$ cat config.mk
export PLATFORM = sky130hd
export DESIGN_NAME = cic_decimate_output
export DESIGN_NICKNAME = d
export VERILOG_FILES = /design/src/rtl/cic_decimate_output.sv
export SDC_FILE = /design/constraint.sdc
export NUM_CORES = 1
export LEC_CHECK = 0
export BUFFER_PORTS_ARGS = -buffer_cell sky130_fd_sc_hd__clkbuf_2
export CORE_MARGIN = 5
export CORE_UTILIZATION = 35
export DETAILED_ROUTE_END_ITERATION = 8
export PLACE_DENSITY = 0.57
export SLEW_MARGIN = 5
export SYNTH_ARGS = -nofsm -noshare
export SYNTH_HDL_FRONTEND = slang
export SYNTH_SLANG_ARGS = --single-unit
$ cat constraint.sdc
create_clock -name CLOCK_50 -period 3.8 [get_ports CLOCK_50]
set_input_delay 0.76 -clock CLOCK_50 [delete_from_list [all_inputs] [get_ports CLOCK_50]]
set_output_delay 0.76 -clock CLOCK_50 [all_outputs]
set_load 0.05 [all_outputs]
$ cat src/rtl/cic_decimate_output.sv
// cic_decimate_output: decimates filtered stereo samples by DECIM, applies one comb stage with a gain shift,
// and queues the results in a show-ahead FIFO that feeds the codec write port.
module cic_decimate_output #(
   parameter int DATA_W     = 24,
   parameter int DECIM      = 8,
   parameter int SHIFT      = 3,
   parameter int FIFO_DEPTH = 4
) (
   input  logic                               CLOCK_50,
   input  logic                               reset,
   input  logic                               in_valid,
   input  logic [DATA_W-1:0]                  in_left,
   input  logic [DATA_W-1:0]                  in_right,
   input  logic                               write_ready,
   output logic                               write,
   output logic [DATA_W-1:0]                  writedata_left,
   output logic [DATA_W-1:0]                  writedata_right,
   output logic [$clog2(FIFO_DEPTH+1)-1:0]    fifo_level,
   output logic                               overflow
);
   localparam int PW = $clog2(DECIM);
   localparam int AW = $clog2(FIFO_DEPTH);
   localparam int LW = $clog2(FIFO_DEPTH+1);
   logic [PW-1:0] phase;
   logic take, y_valid, full, push, pop;
   logic signed [DATA_W-1:0] prev_l, prev_r, d_l, d_r, y_l, y_r;
   logic [DATA_W-1:0] mem_l [FIFO_DEPTH];
   logic [DATA_W-1:0] mem_r [FIFO_DEPTH];
   logic [AW-1:0] rd_ptr, wr_ptr;
   assign take = in_valid && phase == PW'(DECIM-1);
   // Differences wrap modulo 2^DATA_W on purpose
   assign d_l = in_left - prev_l;
   assign d_r = in_right - prev_r;
   always_ff @(posedge CLOCK_50) begin
      if (reset) begin
         phase   <= '0;
         prev_l  <= '0;
         prev_r  <= '0;
         y_l     <= '0;
         y_r     <= '0;
         y_valid <= 1'b0;
      end else begin
         y_valid <= take;
         if (in_valid) phase <= take ? '0 : phase + 1'b1;
         if (take) begin
            prev_l <= in_left;
            prev_r <= in_right;
            y_l    <= d_l >>> SHIFT;
            y_r    <= d_r >>> SHIFT;
         end
      end
   end
   assign full  = fifo_level == LW'(FIFO_DEPTH);
   assign write = |fifo_level && write_ready;
   assign pop   = write;
   // A pop in the same cycle frees the slot, so a full FIFO still accepts
   assign push  = y_valid && (!full || pop);
   assign writedata_left  = |fifo_level ? mem_l[rd_ptr] : '0;
   assign writedata_right = |fifo_level ? mem_r[rd_ptr] : '0;
   always_ff @(posedge CLOCK_50) begin
      if (push) begin
         mem_l[wr_ptr] <= y_l;
         mem_r[wr_ptr] <= y_r;
      end
   end
   always_ff @(posedge CLOCK_50) begin
      if (reset) begin
         rd_ptr     <= '0;
         wr_ptr     <= '0;
         fifo_level <= '0;
         overflow   <= 1'b0;
      end else begin
         if (push) wr_ptr <= wr_ptr + 1'b1;
         if (pop) rd_ptr <= rd_ptr + 1'b1;
         fifo_level <= fifo_level + LW'(push) - LW'(pop);
         overflow   <= overflow | (y_valid && full && !pop);
      end
   end
endmodule

After elaboration in Yosys (flattened, before gate mapping)
Memory sizes are Yosys's and may differ from the RTL's. A register that Yosys moved wholly into a read port is not among the register bits. Index checks and enable logic that the tools add are counted.

Memories kept: 2. Flip-flop bits (word level): 102. Memory bits (writable): 192. Output and inout port bits: 53. Word-level logic and storage cells: 40.

Memories: mem_l (depth 4, width 24, rd ports 1, clocked after memory_dff 1, wr ports 1, line 27) `logic [DATA_W-1:0] mem_l [FIFO_DEPTH];`; mem_r (depth 4, width 24, rd ports 1, clocked after memory_dff 1, wr ports 1, line 28) `logic [DATA_W-1:0] mem_r [FIFO_DEPTH];`.

Add/subtract/negate cells: 7. Eq/ne operators: 2. Bitwise logic cells: 1. Reductions and logical operators: 9. Mux-type cells: 9.

Operators by type and width (count): 24-bit 2-to-1 mux (2); 24-bit subtractor (2); 2-bit 2-to-1 mux (4); 3-bit == test, second input constant (2); 1-bit logical AND (5); 2-bit by 1-bit adder with 2-bit output, second input constant (2); 3-bit by 1-bit adder with 3-bit output (1); 3-bit by 1-bit adder with 3-bit output, second input constant (1); 3-bit 2-to-1 mux (1); 3-bit OR reduction (1); 3-bit by 1-bit subtractor with 3-bit output (1); 1-bit logical NOT (2); 1-bit 2-to-1 mux (2); 1-bit logical OR (1); 1-bit bitwise OR (1).

Longest topological paths before layout
Depth after elaboration: 6. Mapped depth: 12. Mapped depth without buffers: 11.

Least setup slack after synthesis
No wires, ideal clock.

Path type: reg-to-output. Start: register with a tool-made name. End: output writedata_left[21]. Data required time: 3040 ps. Cell stages (with the launch flop): 6. Arrival time: 2548 ps. Path slack: 492 ps. Path buffers: 3. Path through: dfxtp_1 clkbuf_1 buf_1 mux4_2 nor2b_1 buf_4.

RTL lines: end: declaration (line 16) `output logic [DATA_W-1:0] writedata_left,`.

==> summary.md <==
| Metric | Value |
|---|---|
| First-pass iteration count of the detailed router | 4 |
| Initial antenna violation count | 0 |
| Routed Antenna Nets | 0 |
| Sequential element share of the synthesized area | 58.73% |
| Synth Cell Area | 0.01214 mm2 |
| Syn Nets | 1,118 |
| Avg WL per Cell | 16.57 um |
| WP data required | 3.04 ns |
| Slew headroom | 37.07% |
| Global-route wire length before repair | 42.22 mm |
| Sw Ratio | 38.06% |
| Logic pwr share | 36.6% |
| Top-area cell type share of the netlist area | 41.57% |
| Post-CTS Repair Setup Buffers | 0 |
| Post-synth EDFFs | 168 |
| Critical Path End Type | primary output |
| GRT Total Usage | 13.52% |
| Psw | 0.003656 W |
| Via/cell ratio | 4.817 |
| Final period utilization | 80.02% |
| Max Clock Freq | 328.9 MHz |
| Status | finished clean |
| Sequential share of power | 32.8% |
| Cells after synthesis | 1,013 |
| Effective utilization at floorplan | 35.31% |
| Slew Limit Fails | 0 |
| FF+latch area | 0.007128 mm2 |
| Clk Latency, worst-skew pair | 0.53 ns |
| Post-synthesis cell type count | 56 |
| Top Ports | 105 |
| FILL cells | 3,311 |
| Top cells by area, synth | edfxtp_1 (42%), dfxtp_1 (17%), mux4_2 (7.8%), ha_1 (5.4%), nand2_1 (5.1%) |
| Crit path max fanout | 42 |
| Post-synth ARST share | 0% |
| P per Cell Area | 679.0 mW/mm2 |
| Static Leakage | 5.079 nW |
| Startpoint types | flop |
| Clock buffer count from CTS | 28 |
| Peak VDD IR | 0.9400 mV |
| Cell taking the most area after synthesis | edfxtp_1 |
| Synth Area per Inst | 11.98 um2 |
| Clk pwr share | 30.6% |
| Fraction of layout cells with a size suffix above 1 | 19.81% |
| Cts repair resizes | 0 |
| Worst slew pin tran | 0.9406 ns |
| Worst EP arrival | 2.28 ns |
| Die height | 196.2 um |
| Ys flop type | edfxtp_1 |
| Clock sinks | 272 |
| Initial drt markers | 411 |
| Pint | 0.005950 W |
| #FFs+latches synth | 272 |
| Root buffer cell | clkbuf_16 |
| Layout Skew | 0.008610 ns |
| Unrepaired setup endpoints after global routing | false |
| Post-synth top cells | edfxtp_1 (168), nand2_1 (164), dfxtp_1 (104) |
| Rows | 68 |
| # nets final | 1,214 |
| Inserted Diodes | 0 |
| Cts hold-fix bufs | 0 |
| Max Cap Viol | 0 |
| H-tree lvl count | 1 |
| Most frequent cell after synthesis | edfxtp_1 |
| Largest net degree at the start of global routing | 77 |
| DR vias | 7,640 |
| Residual DRC | 0 |
| Minimum clock period | 3.041 ns |
| Final TNS setup | 0 ns |
| Core box area | 0.03437 mm2 |
| Chip width | 196.2 um |
| Clock Tree Buf Depth | 3 |
| Port Buf Inserts | 104 |
| GPL Wtd Cong | 0.7809 |
| GRT overflow | 0 |
| Overall Power | 0.009606 W |
| Die area | 0.03850 mm2 |
| Setup CP Type | flop to primary output |
| CTS tree | yes |
| Routed wire length | 26.28 mm |
| Endpoints failing setup | 0 |
| Final HPWL DP | 17.86 mm |
| Synth warn | 0 |
| Area of the multi-input gates | 0.004587 mm2 |
| Hold crit path type | flop to flop |
| Clk pin slew, worst setup/hold paths | 0.06 ns |
| Vias in the first global route | 7,487 |
| Final Hold Vio Count | 0 |
| Area Growth Syn to Fin | 16.57% |
[state kept, by name, indices dropped and copies added (netlist names), 3 cells and up, named ones only]
name / flops
fifo_level: 3
prev_r: 24
y_r: 21
phase: 3
y_l: 21
prev_l: 24
mem_l: 84
mem_r: 84
[through the flow]
step | std cells | utilization [%] | hold slack (ns) | setup slack [ns] | instance area [um2]
finish | 1586 | 41.15 | 0.4513 | 0.7592 | 14150
detailed placement | 1534 | 38.25 | 0.4451 | 0.6098 | 13150
global route | 1586 | 41.15 | 0.4563 | 0.5668 | 14150
floorplan | 1013 | - | 0.4310 | 0.4922 | 12140
global placement | 1534 | 38.25 | 0.4376 | 0.6367 | 13150
CTS | 1586 | 41.15 | 0.4434 | 0.6467 | 14150
[layout by cell type, fill, tap and decap left out, types with 29 or more instances in the layout]
cell type / count
a21oi_1: 103
inv_1: 57
nand2_1: 163
dfxtp_1: 103
ha_1: 52
nor2b_1: 49
clkbuf_16: 29
nor2_1: 34
edfxtp_1: 168
clkbuf_2: 103
mux4_2: 42
[final timing paths]
| path | startpoint | endpoint | slack [ns] | cells past startpoint |
|---|---|---|---|---|
| setup reg to reg | prev_r[5]$_SDFFE_PP0P_ | y_r[15]$_SDFFE_PP0P_ | 1.11 | 10 |
| setup / recovery | flop | writedata_right[23] | 0.76 | 4 |
| hold / removal | prev_r[0]$_SDFFE_PP0P_ | prev_r[0]$_SDFFE_PP0P_ | 0.45 | 2 |
| hold reg to reg | prev_r[0]$_SDFFE_PP0P_ | prev_r[0]$_SDFFE_PP0P_ | 0.45 | 2 |
[power groups by stage]
stage	clock network [W]	registers (W)	logic (W)
after floorplan	0	0.00325	0.00281
after global placement	0	0.00322	0.00361
after detailed placement	0	0.00322	0.00362
after CTS	0.00302	0.00315	0.00362
after global routing	0.00314	0.00315	0.00377
final	0.00294	0.00315	0.00351
[logic make-up (layout without fill, tap and decap cells)]
group / Yosys count / after routing / share of synthesized area [%]
flops: 272 / 272 / 58.73
simple gates: 312 / 312 / 12.11
compound gates: 185 / 185 / 9.403
buf+inv: 110 / 228 / 3.588
mux: 45 / 45 / 8.042
fa+ha+maj: 53 / 53 / 5.526
xor+xnor: 36 / 36 / 2.598
[layout make-up]
class	instances	area share, %
Clock buffer	36	5.387
Clock inverter	16	1.681
Inverter	57	1.512
Multi-Input combinational cell	631	32.43
Sequential cell	272	50.39
Tap cell	455	4.024
Timing Repair Buffer	119	4.582
[critical path: stages, from the launching register on]
cell and delay (ns):
dfxtp_1 0.31, buf_4 0.50, mux4_2 0.35, nor2b_1 0.25, clkbuf_2 0.33
[per-layer routing]
layer  share of wire [%]  track usage [%]
met4                 1.5            2.741
met1                  50            20.46
met3                 3.7            1.923
met2                  44            20.85
met5                   0                0
Power figures use the tool's default switching activity.
